[src/rtl/cacheline_burst_adapter_pkg.sv]
// Shared types and constants for the cache-line to burst-memory adapter.
// Latency: n/a (declarations only).
// Backpressure: n/a (declarations only).
package cacheline_adapter_pkg;

  localparam int unsigned BUS_WIDTH  = 64;
  localparam int unsigned BURST_LEN  = 4;
  localparam int unsigned LINE_WIDTH = BUS_WIDTH * BURST_LEN;

  typedef enum logic [1:0] {
    ST_IDLE     = 2'd0,
    ST_RD_BURST = 2'd1,
    ST_WR_BURST = 2'd2,
    ST_DONE     = 2'd3
  } state_e;

  // Bit offset of beat slot 'beat' inside a line: beat k lives at [k*W +: W].
  function automatic int unsigned beat_lsb(input int unsigned beat,
                                           input int unsigned bus_width);
    return beat * bus_width;
  endfunction

endpackage

[src/rtl/cacheline_burst_adapter_if.sv]
// Cache-side (dfp) and memory-side (bmem) bundles for the line/burst adapter.
// Latency: n/a (wires only).
// Backpressure: request held until dfp_resp; burst held until the last bmem_resp.
interface cacheline_dfp_if #(
  parameter int ADDR_WIDTH = 32,
  parameter int LINE_WIDTH = cacheline_adapter_pkg::LINE_WIDTH
) ();
  logic [ADDR_WIDTH-1:0] dfp_addr;
  logic                  dfp_read;
  logic                  dfp_write;
  logic [LINE_WIDTH-1:0] dfp_wdata;
  logic [LINE_WIDTH-1:0] dfp_rdata;
  logic                  dfp_resp;

  // Cache (requester) side.
  modport master (
    output dfp_addr, dfp_read, dfp_write, dfp_wdata,
    input  dfp_rdata, dfp_resp
  );

  // Adapter (responder) side.
  modport slave (
    input  dfp_addr, dfp_read, dfp_write, dfp_wdata,
    output dfp_rdata, dfp_resp
  );
endinterface

interface cacheline_bmem_if #(
  parameter int ADDR_WIDTH = 32,
  parameter int BUS_WIDTH  = cacheline_adapter_pkg::BUS_WIDTH
) ();
  logic [ADDR_WIDTH-1:0] bmem_addr;
  logic                  bmem_read;
  logic                  bmem_write;
  logic [BUS_WIDTH-1:0]  bmem_wdata;
  logic [BUS_WIDTH-1:0]  bmem_rdata;
  logic                  bmem_resp;

  // Adapter (burst initiator) side.
  modport master (
    output bmem_addr, bmem_read, bmem_write, bmem_wdata,
    input  bmem_rdata, bmem_resp
  );

  // Memory side.
  modport slave (
    input  bmem_addr, bmem_read, bmem_write, bmem_wdata,
    output bmem_rdata, bmem_resp
  );
endinterface

[src/rtl/cacheline_burst_adapter.sv]
// Converts one 256-bit line read/write into a line-aligned 4x64-bit memory burst (optional watchdog: CACHELINE_ADAPTER_WATCHDOG_EN).
// Latency: burst starts 1 cycle after request; dfp_resp 1 cycle after the last beat edge (2 cycles overhead).
// Backpressure: single outstanding transaction; request held until dfp_resp, memory paces beats via bmem_resp.
module cacheline_burst_adapter
  import cacheline_adapter_pkg::*;
#(
  parameter int ADDR_WIDTH     = 32,
  parameter int BUS_WIDTH      = cacheline_adapter_pkg::BUS_WIDTH,
  parameter int BURST_LEN      = cacheline_adapter_pkg::BURST_LEN,
  parameter int TIMEOUT_CYCLES = 4096
) (
  input  logic                 clk,
  input  logic                 rst_n,
  cacheline_dfp_if.slave       dfp,
  cacheline_bmem_if.master     bmem,
  output logic                 error
);

  localparam int LINE_WIDTH = BUS_WIDTH * BURST_LEN;
  localparam int LINE_BYTES = LINE_WIDTH / 8;
  localparam int BEAT_W     = $clog2(BURST_LEN);
  localparam int WDOG_W     = $clog2(TIMEOUT_CYCLES + 1);

  localparam logic [ADDR_WIDTH-1:0] OFFSET_MASK = ADDR_WIDTH'(LINE_BYTES - 1);
  localparam logic [BEAT_W-1:0]     LAST_BEAT   = BEAT_W'(BURST_LEN - 1);

  state_e                r_state;
  state_e                w_state_nxt;
  logic [BEAT_W-1:0]     r_beat;
  logic [ADDR_WIDTH-1:0] r_addr;
  logic [LINE_WIDTH-1:0] r_wline;
  logic [LINE_WIDTH-1:0] r_rdata;
  logic                  r_error;

  logic                  w_rd_req;
  logic                  w_wr_req;
  logic                  w_in_burst;
  logic                  w_last_resp;
  logic                  w_timeout;
  logic                  w_proto_err;
  logic [WDOG_W-1:0]     w_wdog_cnt;
  logic                  w_bmem_read;
  logic                  w_bmem_write;
  logic                  w_dfp_resp;
  logic [BUS_WIDTH-1:0]  w_bmem_wdata;

  // A request is only accepted when exactly one of read/write is asserted.
  assign w_rd_req    = dfp.dfp_read & ~dfp.dfp_write;
  assign w_wr_req    = dfp.dfp_write & ~dfp.dfp_read;
  assign w_in_burst  = (r_state == ST_RD_BURST) || (r_state == ST_WR_BURST);
  assign w_last_resp = w_in_burst && bmem.bmem_resp && (r_beat == LAST_BEAT);

  // Protocol violations: conflicting request, or a beat response with no burst open.
  assign w_proto_err = ((r_state == ST_IDLE) && dfp.dfp_read && dfp.dfp_write) ||
                       (((r_state == ST_IDLE) || (r_state == ST_DONE)) && bmem.bmem_resp);

`ifdef CACHELINE_ADAPTER_WATCHDOG_EN
  logic [WDOG_W-1:0] r_wdog_cnt;

  // Cycles since the last beat response in the current burst; cleared outside bursts.
  always_ff @(posedge clk or negedge rst_n) begin
    if (!rst_n) begin
      r_wdog_cnt <= '0;
    end else if (!w_in_burst || bmem.bmem_resp || w_timeout) begin
      r_wdog_cnt <= '0;
    end else begin
      r_wdog_cnt <= r_wdog_cnt + WDOG_W'(1);
    end
  end

  assign w_wdog_cnt = r_wdog_cnt;
`else
  // Without the watchdog the count is tied to zero, so the timeout compare is constant-false.
  assign w_wdog_cnt = '0;
`endif

  assign w_timeout = w_in_burst && (w_wdog_cnt == WDOG_W'(TIMEOUT_CYCLES));

  // State register.
  always_ff @(posedge clk or negedge rst_n) begin
    if (!rst_n) begin
      r_state <= ST_IDLE;
    end else begin
      r_state <= w_state_nxt;
    end
  end

  // Next-state and state-decoded outputs.
  always_comb begin
    w_state_nxt  = r_state;
    w_bmem_read  = 1'b0;
    w_bmem_write = 1'b0;
    w_dfp_resp   = 1'b0;
    w_bmem_wdata = '0;
    unique case (r_state)
      ST_IDLE: begin
        if (w_rd_req) begin
          w_state_nxt = ST_RD_BURST;
        end else if (w_wr_req) begin
          w_state_nxt = ST_WR_BURST;
        end
      end
      ST_RD_BURST: begin
        w_bmem_read = 1'b1;
        if (w_timeout || w_last_resp) begin
          w_state_nxt = ST_DONE;
        end
      end
      ST_WR_BURST: begin
        w_bmem_write = 1'b1;
        w_bmem_wdata = r_wline[beat_lsb(int'(r_beat), BUS_WIDTH) +: BUS_WIDTH];
        if (w_timeout || w_last_resp) begin
          w_state_nxt = ST_DONE;
        end
      end
      ST_DONE: begin
        w_dfp_resp  = 1'b1;
        w_state_nxt = ST_IDLE;
      end
      default: begin
        w_state_nxt = ST_IDLE;
      end
    endcase
  end

  // Beat counter: cleared on acceptance, advances per beat, wraps to 0 on the last beat.
  always_ff @(posedge clk or negedge rst_n) begin
    if (!rst_n) begin
      r_beat <= '0;
    end else if (r_state == ST_IDLE) begin
      r_beat <= '0;
    end else if (w_timeout) begin
      r_beat <= '0;
    end else if (w_in_burst && bmem.bmem_resp) begin
      r_beat <= r_beat + BEAT_W'(1);
    end
  end

  // Latch the line-aligned address and the write line when a request is accepted.
  always_ff @(posedge clk or negedge rst_n) begin
    if (!rst_n) begin
      r_addr  <= '0;
      r_wline <= '0;
    end else if (r_state == ST_IDLE) begin
      if (w_rd_req || w_wr_req) begin
        r_addr <= dfp.dfp_addr & ~OFFSET_MASK;
      end
      if (w_wr_req) begin
        r_wline <= dfp.dfp_wdata;
      end
    end
  end

  // Assemble read beats into the returned line; a timed-out read returns zero.
  always_ff @(posedge clk or negedge rst_n) begin
    if (!rst_n) begin
      r_rdata <= '0;
    end else if (w_timeout && (r_state == ST_RD_BURST)) begin
      r_rdata <= '0;
    end else if ((r_state == ST_RD_BURST) && bmem.bmem_resp) begin
      r_rdata[beat_lsb(int'(r_beat), BUS_WIDTH) +: BUS_WIDTH] <= bmem.bmem_rdata;
    end
  end

  // Sticky error flag; only reset clears it.
  always_ff @(posedge clk or negedge rst_n) begin
    if (!rst_n) begin
      r_error <= 1'b0;
    end else if (w_proto_err || w_timeout) begin
      r_error <= 1'b1;
    end
  end

  assign bmem.bmem_addr  = r_addr;
  assign bmem.bmem_read  = w_bmem_read;
  assign bmem.bmem_write = w_bmem_write;
  assign bmem.bmem_wdata = w_bmem_wdata;
  assign dfp.dfp_rdata   = r_rdata;
  assign dfp.dfp_resp    = w_dfp_resp;
  assign error           = r_error;

endmodule

[src/flat_wrapper.sv]
// flat-port wrapper written by rule: the top's interface ports become plain ports
module cacheline_burst_adapter_flat import cacheline_adapter_pkg::*;
#(
  parameter int ADDR_WIDTH     = 32,
  parameter int BUS_WIDTH      = cacheline_adapter_pkg::BUS_WIDTH,
  parameter int BURST_LEN      = cacheline_adapter_pkg::BURST_LEN,
  parameter int TIMEOUT_CYCLES = 4096
)
  (clk, rst_n, error, dfp_dfp_addr, dfp_dfp_read, dfp_dfp_write, dfp_dfp_wdata, dfp_dfp_rdata, dfp_dfp_resp, bmem_bmem_addr, bmem_bmem_read, bmem_bmem_write, bmem_bmem_wdata, bmem_bmem_rdata, bmem_bmem_resp);
  cacheline_dfp_if #(.ADDR_WIDTH(ADDR_WIDTH), .LINE_WIDTH(256)) dfp_i ();
  cacheline_bmem_if #(.ADDR_WIDTH(ADDR_WIDTH), .BUS_WIDTH(BUS_WIDTH)) bmem_i ();
  input  logic clk;
  input  logic rst_n;
  output logic error;
  input wire logic [$bits(dfp_i.dfp_addr)-1:0] dfp_dfp_addr;
  input wire logic [$bits(dfp_i.dfp_read)-1:0] dfp_dfp_read;
  input wire logic [$bits(dfp_i.dfp_write)-1:0] dfp_dfp_write;
  input wire logic [$bits(dfp_i.dfp_wdata)-1:0] dfp_dfp_wdata;
  output wire logic [$bits(dfp_i.dfp_rdata)-1:0] dfp_dfp_rdata;
  output wire logic [$bits(dfp_i.dfp_resp)-1:0] dfp_dfp_resp;
  output wire logic [$bits(bmem_i.bmem_addr)-1:0] bmem_bmem_addr;
  output wire logic [$bits(bmem_i.bmem_read)-1:0] bmem_bmem_read;
  output wire logic [$bits(bmem_i.bmem_write)-1:0] bmem_bmem_write;
  output wire logic [$bits(bmem_i.bmem_wdata)-1:0] bmem_bmem_wdata;
  input wire logic [$bits(bmem_i.bmem_rdata)-1:0] bmem_bmem_rdata;
  input wire logic [$bits(bmem_i.bmem_resp)-1:0] bmem_bmem_resp;
  assign dfp_i.dfp_addr = dfp_dfp_addr;
  assign dfp_i.dfp_read = dfp_dfp_read;
  assign dfp_i.dfp_write = dfp_dfp_write;
  assign dfp_i.dfp_wdata = dfp_dfp_wdata;
  assign dfp_dfp_rdata = dfp_i.dfp_rdata;
  assign dfp_dfp_resp = dfp_i.dfp_resp;
  assign bmem_bmem_addr = bmem_i.bmem_addr;
  assign bmem_bmem_read = bmem_i.bmem_read;
  assign bmem_bmem_write = bmem_i.bmem_write;
  assign bmem_bmem_wdata = bmem_i.bmem_wdata;
  assign bmem_i.bmem_rdata = bmem_bmem_rdata;
  assign bmem_i.bmem_resp = bmem_bmem_resp;
  cacheline_burst_adapter #(.ADDR_WIDTH(ADDR_WIDTH), .BUS_WIDTH(BUS_WIDTH), .BURST_LEN(BURST_LEN), .TIMEOUT_CYCLES(TIMEOUT_CYCLES)) u_core (.clk(clk), .rst_n(rst_n), .dfp(dfp_i), .bmem(bmem_i), .error(error));
endmodule
[config.mk]
export PLATFORM = sky130hd
export DESIGN_NAME = cacheline_burst_adapter_flat
export DESIGN_NICKNAME = d
export VERILOG_FILES = /design/src/rtl/cacheline_burst_adapter_pkg.sv /design/src/rtl/cacheline_burst_adapter_if.sv /design/src/rtl/cacheline_burst_adapter.sv /design/src/flat_wrapper.sv
export SDC_FILE = /design/constraint.sdc
export NUM_CORES = 1
export LEC_CHECK = 0
export CELL_PAD_IN_SITES_DETAIL_PLACEMENT = 1
export CELL_PAD_IN_SITES_GLOBAL_PLACEMENT = 2
export CORE_MARGIN = 2
export CORE_UTILIZATION = 30
export CTS_CLUSTER_SIZE = 8
export DETAILED_ROUTE_END_ITERATION = 12
export GPL_TIMING_DRIVEN = 0
export PLACE_DENSITY = 0.88
export SYNTH_ARGS = -nofsm -noshare
export SYNTH_HDL_FRONTEND = slang
export SYNTH_SLANG_ARGS = --single-unit
[constraint.sdc]
create_clock -name clk -period 4.37 [get_ports clk]
set_input_delay 0.874 -clock clk [delete_from_list [all_inputs] [get_ports clk]]
set_output_delay 0.874 -clock clk [all_outputs]
set_load 0.005 [all_outputs]
==> results of run 1 <==
[through the flow]
stage          worst slack, ns  hold slack, ns
2_1_floorplan             2.13           0.464
3_3_place_gp            -21.39           0.468
3_5_place_dp             0.823           0.474
4_1_cts                  0.159           0.363
5_1_grt                 0.0711           0.418
6_report                 0.231           0.343
[placed cells by master, fill, tap and decap left out, types with 2 or more instances in the layout]
cell type	netlist	final
and3_1	3	3
conb_1	1	5
clkbuf_1	41	43
buf_6	6	6
nor2b_1	3	3
buf_4	25	25
clkinv_2	0	2
inv_6	0	2
buf_2	59	59
dfrtp_1	544	544
nor2_1	3	3
nor4b_1	2	2
mux2_1	283	283
mux2i_1	129	129
clkbuf_16	0	79
nand2_1	353	353
o22ai_1	64	64
nand3_1	5	5
inv_1	5	5
buf_1	8	8
o21ai_0	3	3
o21ai_1	174	174
ha_1	11	11
a21oi_1	2	2
diode_2	0	8
buf_16	0	4
a22o_1	82	82
clkdlybuf4s50_1	0	700
clkinv_8	0	2
[worst min path at each step]
stage	startpoint	end	slack [ns]	cells after the start
floorplan	u_core.r_wline[100]	u_core.r_wline[100]	0.46	1
global placement	u_core.dfp.dfp_rdata[205]	u_core.dfp.dfp_rdata[205]	0.47	2
detailed placement	u_core.bmem.bmem_addr[26]	u_core.bmem.bmem_addr[26]	0.47	1
CTS	rst_n	u_core.dfp.dfp_rdata[230]	0.36	1
global route	rst_n	u_core.dfp.dfp_rdata[230]	0.42	1
finish	rst_n	u_core.dfp.dfp_rdata[230]	0.34	1
[state kept, by name, indices dropped and copies added (netlist names)]
name and flops:
u_core.dfp.dfp_rdata 256, u_core.r_state 2, u_core.r_wline 256, u_core.r_beat 2
u_core.bmem.bmem_addr 27, u_core.error 1
[metal layers]
| metal | wire (um) | up-vias | part of all wire |
|---|---|---|---|
| met5 | 156 | - | 0.0018 |
| met4 | 2890 | 22 | 0.032 |
| met3 | 7100 | 179 | 0.080 |
| met2 | 44900 | 641 | 0.50 |
| met1 | 34100 | 9354 | 0.38 |
| li1 | - | 7888 | - |
[area by class of cell]
class / instances / area share
Buffer: 139 / 0.0223
Timing Repair Buffer: 705 / 0.217
Tap cell: 969 / 0.0368
Sequential cell: 544 / 0.414
Antenna cell: 8 / 0.000608
Multi-Input combinational cell: 1129 / 0.247
Clock inverter: 6 / 0.00182
Clock buffer: 81 / 0.0603
Inverter: 6 / 0.000684
[power by group through the flow]
| stage | Sequential (mW) | Combinational, mW | Clock, mW |
|---|---|---|---|
| 2_1_floorplan | 7.52 | 3.02 | 0 |
| 3_3_place_gp | 7.71 | 6.13 | 0 |
| 3_5_place_dp | 7.80 | 6.38 | 0 |
| 4_1_cts | 7.75 | 6.45 | 5.50 |
| 5_1_grt | 7.94 | 6.84 | 5.68 |
| 6_report | 7.76 | 6.36 | 5.37 |
[worst max-delay path: cells and delay by family, from the launching register on]
kind	cells	cell delay, ns
AO/OA/AOI/OAI	1	0.16
adder cells (fa/ha/maj)	1	0.23
buffers and inverters	3	1.36
flip-flops	1	0.40
AND/OR/NAND/NOR	1	0.51
[cells by family (layout without fill, tap and decap cells)]
group	count (synthesis)	after routing
flops	544	544
mux	412	412
simple gates	372	372
compound gates	328	328
buf+inv	145	937
fa+ha+maj	11	11
other cells	1	13
xor+xnor	1	1
==> flow_metrics.env, run 1 <==
export IMPL_synth_ff_type="dfrtp_1"
export IMPL_ff2ff_setup_slack_ns=1.02
export IMPL_ys_seq_elements=544
export IMPL_die_h_um=278
export IMPL_grt_pass1_vias=20400
export IMPL_hold_viol=0
export IMPL_port_buffers=701
export IMPL_crit_chain="inv_1 > ha_1 > nand2_1 > clkbuf_1 > o22ai_1 > clkdlybuf4s50_1"
export IMPL_fin_crit_ns=4.14
export IMPL_synthTopCellsByCount="dfrtp_1 (544), nand2_1 (353), mux2_1 (283)"
export IMPL_wl_per_cell_um=24.8
export IMPL_slowest_stage="clkbuf_1"
export IMPL_cp_required_ns=3.50
export IMPL_finalNetCount=2971
export IMPL_grtUsageMet3=0.0764
export IMPL_via_per_inst=5.04
export IMPL_stdcell_area_mm2=0.0329
export IMPL_grt_pass1_wl_um=134000
export IMPL_grtUsageTotal=0.229
export IMPL_postCtsHoldBufs=0
export IMPL_rr_startpoint="u_core.r_beat[1]"
export IMPL_synth_area_per_cell_um2=12.4
export IMPL_timing_final_crit_share=0.947
export IMPL_p_leak_nw=13.6
export IMPL_cts_tree="yes"
export IMPL_vias=18100
export IMPL_multi_input_area_mm2=0.00813
export IMPL_fmax_mhz=242
export IMPL_yosysSeqAreaShare=0.605
export IMPL_placed_cell_area_mm2=0.0308
export IMPL_routed_wirelength_um=89100
export IMPL_first_pass_iters=5
export IMPL_cts_max_level=3
export IMPL_coreArea_mm2=0.0743
export IMPL_detail_route_antenna_nets=0
export IMPL_num_fill_cells=7875
export IMPL_synthesis_area_mm2=0.0225
export IMPL_startpoint="u_core.r_state[0]"
export IMPL_synth_most_common_cell="dfrtp_1"
export IMPL_reg2reg_to="u_core.dfp.dfp_rdata[22]"
export IMPL_synth_xor_area_frac=0.000389
export IMPL_design_die_area_mm2=0.0772
export IMPL_cp_data_arrival_time_ns=3.27
export IMPL_synth_edf_count=0
export IMPL_drv_slew=0
export IMPL_grt_busiest_layer="met2"
export IMPL_antenna_found_initial=18
export IMPL_power_frac_comb=0.326
export IMPL_fp_row_count=100
export IMPL_synth_cells=1814
export IMPL_cts_root_buf="clkbuf_16"
export IMPL_fp_dieW_um=278
export IMPL_grtUsageMet2=0.404
export IMPL_post_route_drc_count=0
export IMPL_switching_share=0.313
export IMPL_netlist_cell_type_count=30
export IMPL_slew_headroom=0.399
export IMPL_boundaryPins=713
export IMPL_clock_latency_ns=0.60
export IMPL_synth_adder_area_share=0.00612
export IMPL_gr_total_overflow=0
export IMPL_total_power_mw=19.5
export IMPL_synth_top_family_by_area="multiplexers"
export IMPL_area_growth_pct=46.4
export IMPL_reg2reg_depth=8
export IMPL_instances_no_fill=3587
export IMPL_clk_pin_slew_ns=0.05
export IMPL_use_met1=0.255
export IMPL_cap_violations=0
export IMPL_fin_util=0.443
export IMPL_peakVddDrop_uv=338
export IMPL_critPathMaxFanout=10
export IMPL_tightestPinTransition_ns=0.902
export IMPL_power_density_mw_per_mm2=592
export IMPL_crit_end="bmem_bmem_wdata[14]"
export IMPL_synth_mux_area_fraction=0.199
export IMPL_status="completed"
export IMPL_placed_cells=3492
export IMPL_gp_congestion=0.876
export IMPL_setup_tns_ns=0
export IMPL_cell_internal_pwr_mw=13.4
export IMPL_crit_type="flop to output port"
export IMPL_cts_sinks=544
export IMPL_grt_max_degree=123
export IMPL_clock_path_buffers=3
export IMPL_seqPwrFrac=0.398
export IMPL_synth_area_leaders="dfrtp_1 (61%), mux2_1 (14%), nand2_1 (5.9%)"
export IMPL_initial_utilization=0.303
export IMPL_synth_top_area_share=0.605
export IMPL_drive_gt1_frac=0.0693
export IMPL_dpl_hpwl_um=67900
export IMPL_skew_ns=0.0194
export IMPL_clkPwrFrac=0.276
export IMPL_synthSimpleGateAreaFrac=0.0644
export IMPL_cts_buffers=78
export IMPL_yosysTopAreaCell="dfrtp_1"
export IMPL_cpPeakStageDelay_ns=0.71
export IMPL_end_kind="output port"
export IMPL_yosys_warnings=0
export IMPL_regArea_mm2=0.0136
export IMPL_synth_compound_area_frac=0.0907
export IMPL_hp_class="input pin to async pin"
export IMPL_rsz0062_at_grt="no"
export IMPL_cts_setup_buffers=0
export IMPL_cts_resized_gates=0
export IMPL_drt_iter0_markers=735
export IMPL_async_flop_share=1.00
export IMPL_switchingPower_mw=6.10
export IMPL_crit_path_start_kind="flop"
export IMPL_setup_viol_count_final=0
Note: power is estimated with default switching activity, not from simulation.
==> run 2: changes to the inputs <==
CORE_AREA = 2 2 277 279   (was not set)
CORE_MARGIN = not set   (was 2)
CORE_UTILIZATION = not set   (was 30)
DIE_AREA = 0 0 279 281   (was not set)
PLACE_DENSITY = 0.87   (was 0.88)
SKIP_CTS_REPAIR_TIMING = 1   (was not set)
==> flow_metrics.env, run 2 (synthesis gave the netlist of run 1 again) <==
export IMPL_slew_headroom=0.264
export IMPL_timing_final_crit_share=0.935
export IMPL_cts_tree="yes"
export IMPL_clk_pin_slew_ns=0.05
export IMPL_coreArea_mm2=0.0754
export IMPL_gr_total_overflow=0
export IMPL_total_power_mw=19.6
export IMPL_cell_internal_pwr_mw=13.5
export IMPL_p_leak_nw=13.7
export IMPL_clock_latency_ns=0.62
export IMPL_power_density_mw_per_mm2=594
export IMPL_cp_data_arrival_time_ns=3.21
export IMPL_peakVddDrop_uv=315
export IMPL_instances_no_fill=3601
export IMPL_area_growth_pct=46.9
export IMPL_seqPwrFrac=0.395
export IMPL_setup_viol_count_final=0
export IMPL_grt_pass1_vias=20000
export IMPL_rsz0062_at_grt="no"
export IMPL_dpl_hpwl_um=69000
export IMPL_die_h_um=281
export IMPL_cts_max_level=3
export IMPL_placed_cells=3501
export IMPL_skew_ns=0.0434
export IMPL_crit_path_start_kind="flop"
export IMPL_clkPwrFrac=0.282
export IMPL_hold_viol=0
export IMPL_crit_type="flop to output port"
export IMPL_fp_dieW_um=279
export IMPL_gp_congestion=0.886
export IMPL_fmax_mhz=245
export IMPL_initial_utilization=0.298
export IMPL_first_pass_iters=4
export IMPL_antenna_found_initial=22
export IMPL_hold_ws_ns=0.333
export IMPL_hp_class="input pin to async pin"
export IMPL_grtUsageTotal=0.226
export IMPL_cp_required_ns=3.50
export IMPL_power_frac_comb=0.323
export IMPL_cts_sinks=544
export IMPL_tightestPinTransition_ns=1.10
export IMPL_switching_share=0.314
export IMPL_layout_commonest_cell="clkdlybuf4s50_1"
export IMPL_status="completed"
export IMPL_switchingPower_mw=6.17
export IMPL_setup_tns_ns=0
export IMPL_detail_route_antenna_nets=0
export IMPL_end_kind="output port"
export IMPL_routed_wirelength_um=90300
export IMPL_cts_buffers=78
export IMPL_post_route_drc_count=0
export IMPL_drv_slew=0
export IMPL_layout_common_cells="clkdlybuf4s50_1 (700), dfrtp_1 (544), nand2_1 (353), mux2_1 (283), o21ai_1 (174)"
export IMPL_port_buffers=701
export IMPL_clock_path_buffers=3
export IMPL_via_per_inst=4.96
export IMPL_finalNetCount=2971
export IMPL_cts_root_buf="clkbuf_16"
export IMPL_boundaryPins=713
export IMPL_fp_row_count=101
export IMPL_grt_pass1_wl_um=132000
export IMPL_grt_max_degree=118
export IMPL_drive_gt1_frac=0.0708
export IMPL_critPathMaxFanout=10
export IMPL_fin_crit_ns=4.09
export IMPL_drt_iter0_markers=726
export IMPL_wl_per_cell_um=25.1
export IMPL_vias=17900
export IMPL_cap_violations=0
export IMPL_design_die_area_mm2=0.0784
## run 2: layer usage
metal,GRT usage,wire length (um),vias up
met1,0.249,34100,9123
met4,0.0824,2930,22
met2,0.408,45900,660
met5,0,143,-
met3,0.0729,7270,170
li1,-,-,7893
## run 2: final timing paths
path	cells past startpoint	from	endpoint	slack [ns]
worst max-delay path	6	u_core.r_state[0]	bmem_bmem_wdata[32]	0.28
worst min-delay path	1	rst_n	u_core.dfp.dfp_rdata[239]	0.33
worst max register to register	8	u_core.r_beat[1]	u_core.dfp.dfp_rdata[50]	1.03
worst min register to register	2	u_core.dfp.dfp_rdata[192]	u_core.dfp.dfp_rdata[192]	0.48
max in group asynchronous	3	rst_n	u_core.r_wline[215]	2.32
min in group clk	2	u_core.dfp.dfp_rdata[192]	u_core.dfp.dfp_rdata[192]	0.48
## run 2: per-stage QoR
stage | util | area, um2 | setup slack [ns]
finish | 0.438 | 33000 | 0.283
global route | 0.438 | 33000 | 0.0637
CTS | 0.437 | 33000 | 0.0330
detailed placement | 0.409 | 30900 | 0.744
global placement | 0.407 | 30700 | -21.49
floorplan | - | 22500 | 2.13
## run 2: final cells by class
| type | count | area (um2) |
|---|---|---|
| fill | 7981 | 42400 |
| sequential | 544 | 13600 |
| multi-input combinational | 1129 | 8130 |
| timing repair buffer | 705 | 7130 |
| clock buffer | 81 | 1970 |
| tap | 978 | 1220 |
| buffer | 139 | 737 |
| clock inverter | 8 | 174 |
| antenna | 11 | 27.5 |
| inverter | 6 | 22.5 |
## run 2: worst max-delay path, cell delays in order (launching register included)
cell and delay, ns:
dfrtp_1 0.38, inv_1 0.08, ha_1 0.24, nand2_1 0.48, buf_1 0.60, o22ai_1 0.20, clkdlybuf4s50_1 0.59
## run 2: power groups by stage
stage / clock network, mW / registers [mW] / logic [mW]
final: 5.54 / 7.76 / 6.34
after global routing: 5.86 / 7.96 / 6.82
after CTS: 5.69 / 7.75 / 6.44
after floorplan: 0 / 7.52 / 3.02
after detailed placement: 0 / 7.81 / 6.38
after global placement: 0 / 7.73 / 6.15
==> run 3: changes to the inputs <==
REMOVE_ABC_BUFFERS = 1   (was not set)
SKIP_CTS_REPAIR_TIMING = not set   (was 1)
SLEW_MARGIN = 20   (was not set)
==> flow_metrics.env, run 3 (synthesis gave the netlist of run 1 again) <==
export IMPL_grtUsageMet3=0.0833
export IMPL_drive_gt1_frac=0.0581
export IMPL_grtUsageMet2=0.343
export IMPL_layout_commonest_cell="clkdlybuf4s50_1"
export IMPL_dpl_hpwl_um=56200
export IMPL_via_per_inst=4.95
export IMPL_timing_final_crit_share=0.943
export IMPL_post_route_drc_count=0
export IMPL_crit_path_start_kind="flop"
export IMPL_cts_setup_buffers=0
export IMPL_cts_tree="yes"
export IMPL_coreArea_mm2=0.0754
export IMPL_hold_viol=0
export IMPL_cp_data_arrival_time_ns=3.25
export IMPL_setup_viol_count_final=0
export IMPL_tightestPinTransition_ns=0.853
export IMPL_gp_congestion=0.792
export IMPL_finalNetCount=2875
export IMPL_clock_latency_ns=0.60
export IMPL_cts_root_buf="clkbuf_16"
export IMPL_detail_route_antenna_nets=0
export IMPL_area_growth_pct=46.7
export IMPL_design_die_area_mm2=0.0784
export IMPL_cts_resized_gates=0
export IMPL_first_pass_iters=4
export IMPL_layout_common_cells="clkdlybuf4s50_1 (701), dfrtp_1 (543), nand2_1 (350), mux2_1 (283), o21ai_1 (174)"
export IMPL_grt_busiest_layer="met2"
export IMPL_drv_slew=0
export IMPL_vias=17300
export IMPL_crit_type="flop to output port"
export IMPL_initial_utilization=0.298
export IMPL_port_buffers=702
export IMPL_num_fill_cells=7884
export IMPL_use_met1=0.222
export IMPL_drt_iter0_markers=821
export IMPL_fin_util=0.437
export IMPL_cts_max_level=3
export IMPL_skew_ns=0.0234
export IMPL_p_leak_nw=13.6
export IMPL_peakVddDrop_uv=386
export IMPL_fin_ws_ns=0.248
export IMPL_grt_pass1_wl_um=121000
export IMPL_die_h_um=281
export IMPL_grt_pass1_vias=19700
export IMPL_pre_cts_ws_ns=0.386
export IMPL_hp_class="input pin to async pin"
export IMPL_gr_total_overflow=0
export IMPL_cap_violations=0
export IMPL_slew_headroom=0.430
export IMPL_end_kind="output port"
export IMPL_grtUsageTotal=0.199
export IMPL_grt_max_degree=103
export IMPL_power_density_mw_per_mm2=588
export IMPL_fp_dieW_um=279
export IMPL_postCtsHoldBufs=0
export IMPL_wl_per_cell_um=22.6
export IMPL_fmax_mhz=243
export IMPL_status="completed"
export IMPL_clk_pin_slew_ns=0.06
export IMPL_fin_crit_ns=4.12
export IMPL_antenna_found_initial=5
export IMPL_boundaryPins=713
export IMPL_cts_buffers=78
export IMPL_fp_row_count=101
export IMPL_clock_path_buffers=3
export IMPL_rsz0062_at_grt="no"
export IMPL_total_power_mw=19.4
export IMPL_cts_sinks=544
export IMPL_critPathMaxFanout=41
export IMPL_routed_wirelength_um=78900
export IMPL_cp_required_ns=3.50
## run 3: cell types whose count changed in the layout (fill, tap and decap cells not counted), sizes merged
cell           before  now
inv                 9    8
diode              11    3
buf               102   47
clkinv              4    3
clkdlybuf4s50     700  701
clkbuf            123   81
## run 3: path summary, 6_finish.rpt
check	from	depth (start not counted)	slack, ns	end
worst max-delay path	u_core.r_beat[1]	6	0.25	bmem_bmem_wdata[23]
worst min-delay path	rst_n	1	0.07	u_core.dfp.dfp_rdata[53]
worst max register to register	u_core.r_beat[1]	12	0.33	u_core.dfp.dfp_rdata[138]
worst min register to register	u_core.dfp.dfp_rdata[215]	2	0.48	u_core.dfp.dfp_rdata[215]
max in group asynchronous	rst_n	4	2.52	u_core.r_wline[85]
min in group clk	u_core.dfp.dfp_rdata[215]	2	0.48	u_core.dfp.dfp_rdata[215]
## run 3: routing by layer
| metal | vias to the layer above | share of wire |
|---|---|---|
| met2 | 606 | 0.49 |
| met4 | 6 | 0.028 |
| met5 | - | 0.00052 |
| met3 | 125 | 0.10 |
| met1 | 8901 | 0.38 |
| li1 | 7674 | - |
## run 3: layout make-up
class                           instances  area, um2  share of cell area
Antenna cell                            3       7.51            0.000228
Timing Repair Buffer                  748       7810               0.237
Sequential cell                       544      13600               0.413
Multi-Input combinational cell       1129       8230               0.250
Clock inverter                          6       85.1             0.00258
Tap cell                              978       1220              0.0371
Inverter                                6       22.5            0.000683
Clock buffer                           81       1980              0.0602
## run 3: stage by stage
step | hold WS, ns | instances | setup TNS, ns | instance area, um2
2_1_floorplan | 0.464 | 1679 | -1917.59 | 21800
3_3_place_gp | 0.467 | 3359 | - | 30000
3_5_place_dp | 0.476 | 3405 | 0 | 30900
4_1_cts | 0.0239 | 3492 | 0 | 33000
5_1_grt | 0.0381 | 3494 | 0 | 33000
6_report | 0.0740 | 3495 | 0 | 33000
## run 3: power by group
| group | internal, mW | total, mW | switching [mW] |
|---|---|---|---|
| Sequential | 6.75 | 7.76 | 1.01 |
| Clock | 3.24 | 5.40 | 2.17 |
| Combinational | 3.52 | 6.24 | 2.73 |
## run 3: worst max-delay path, cell delays in order (launching register included)
cell and delay, ns:
dfrtp_4 0.65, buf_16 0.32, buf_16 0.29, buf_16 0.31, mux2i_1 0.18, o22ai_1 0.25, clkdlybuf4s50_1 0.57
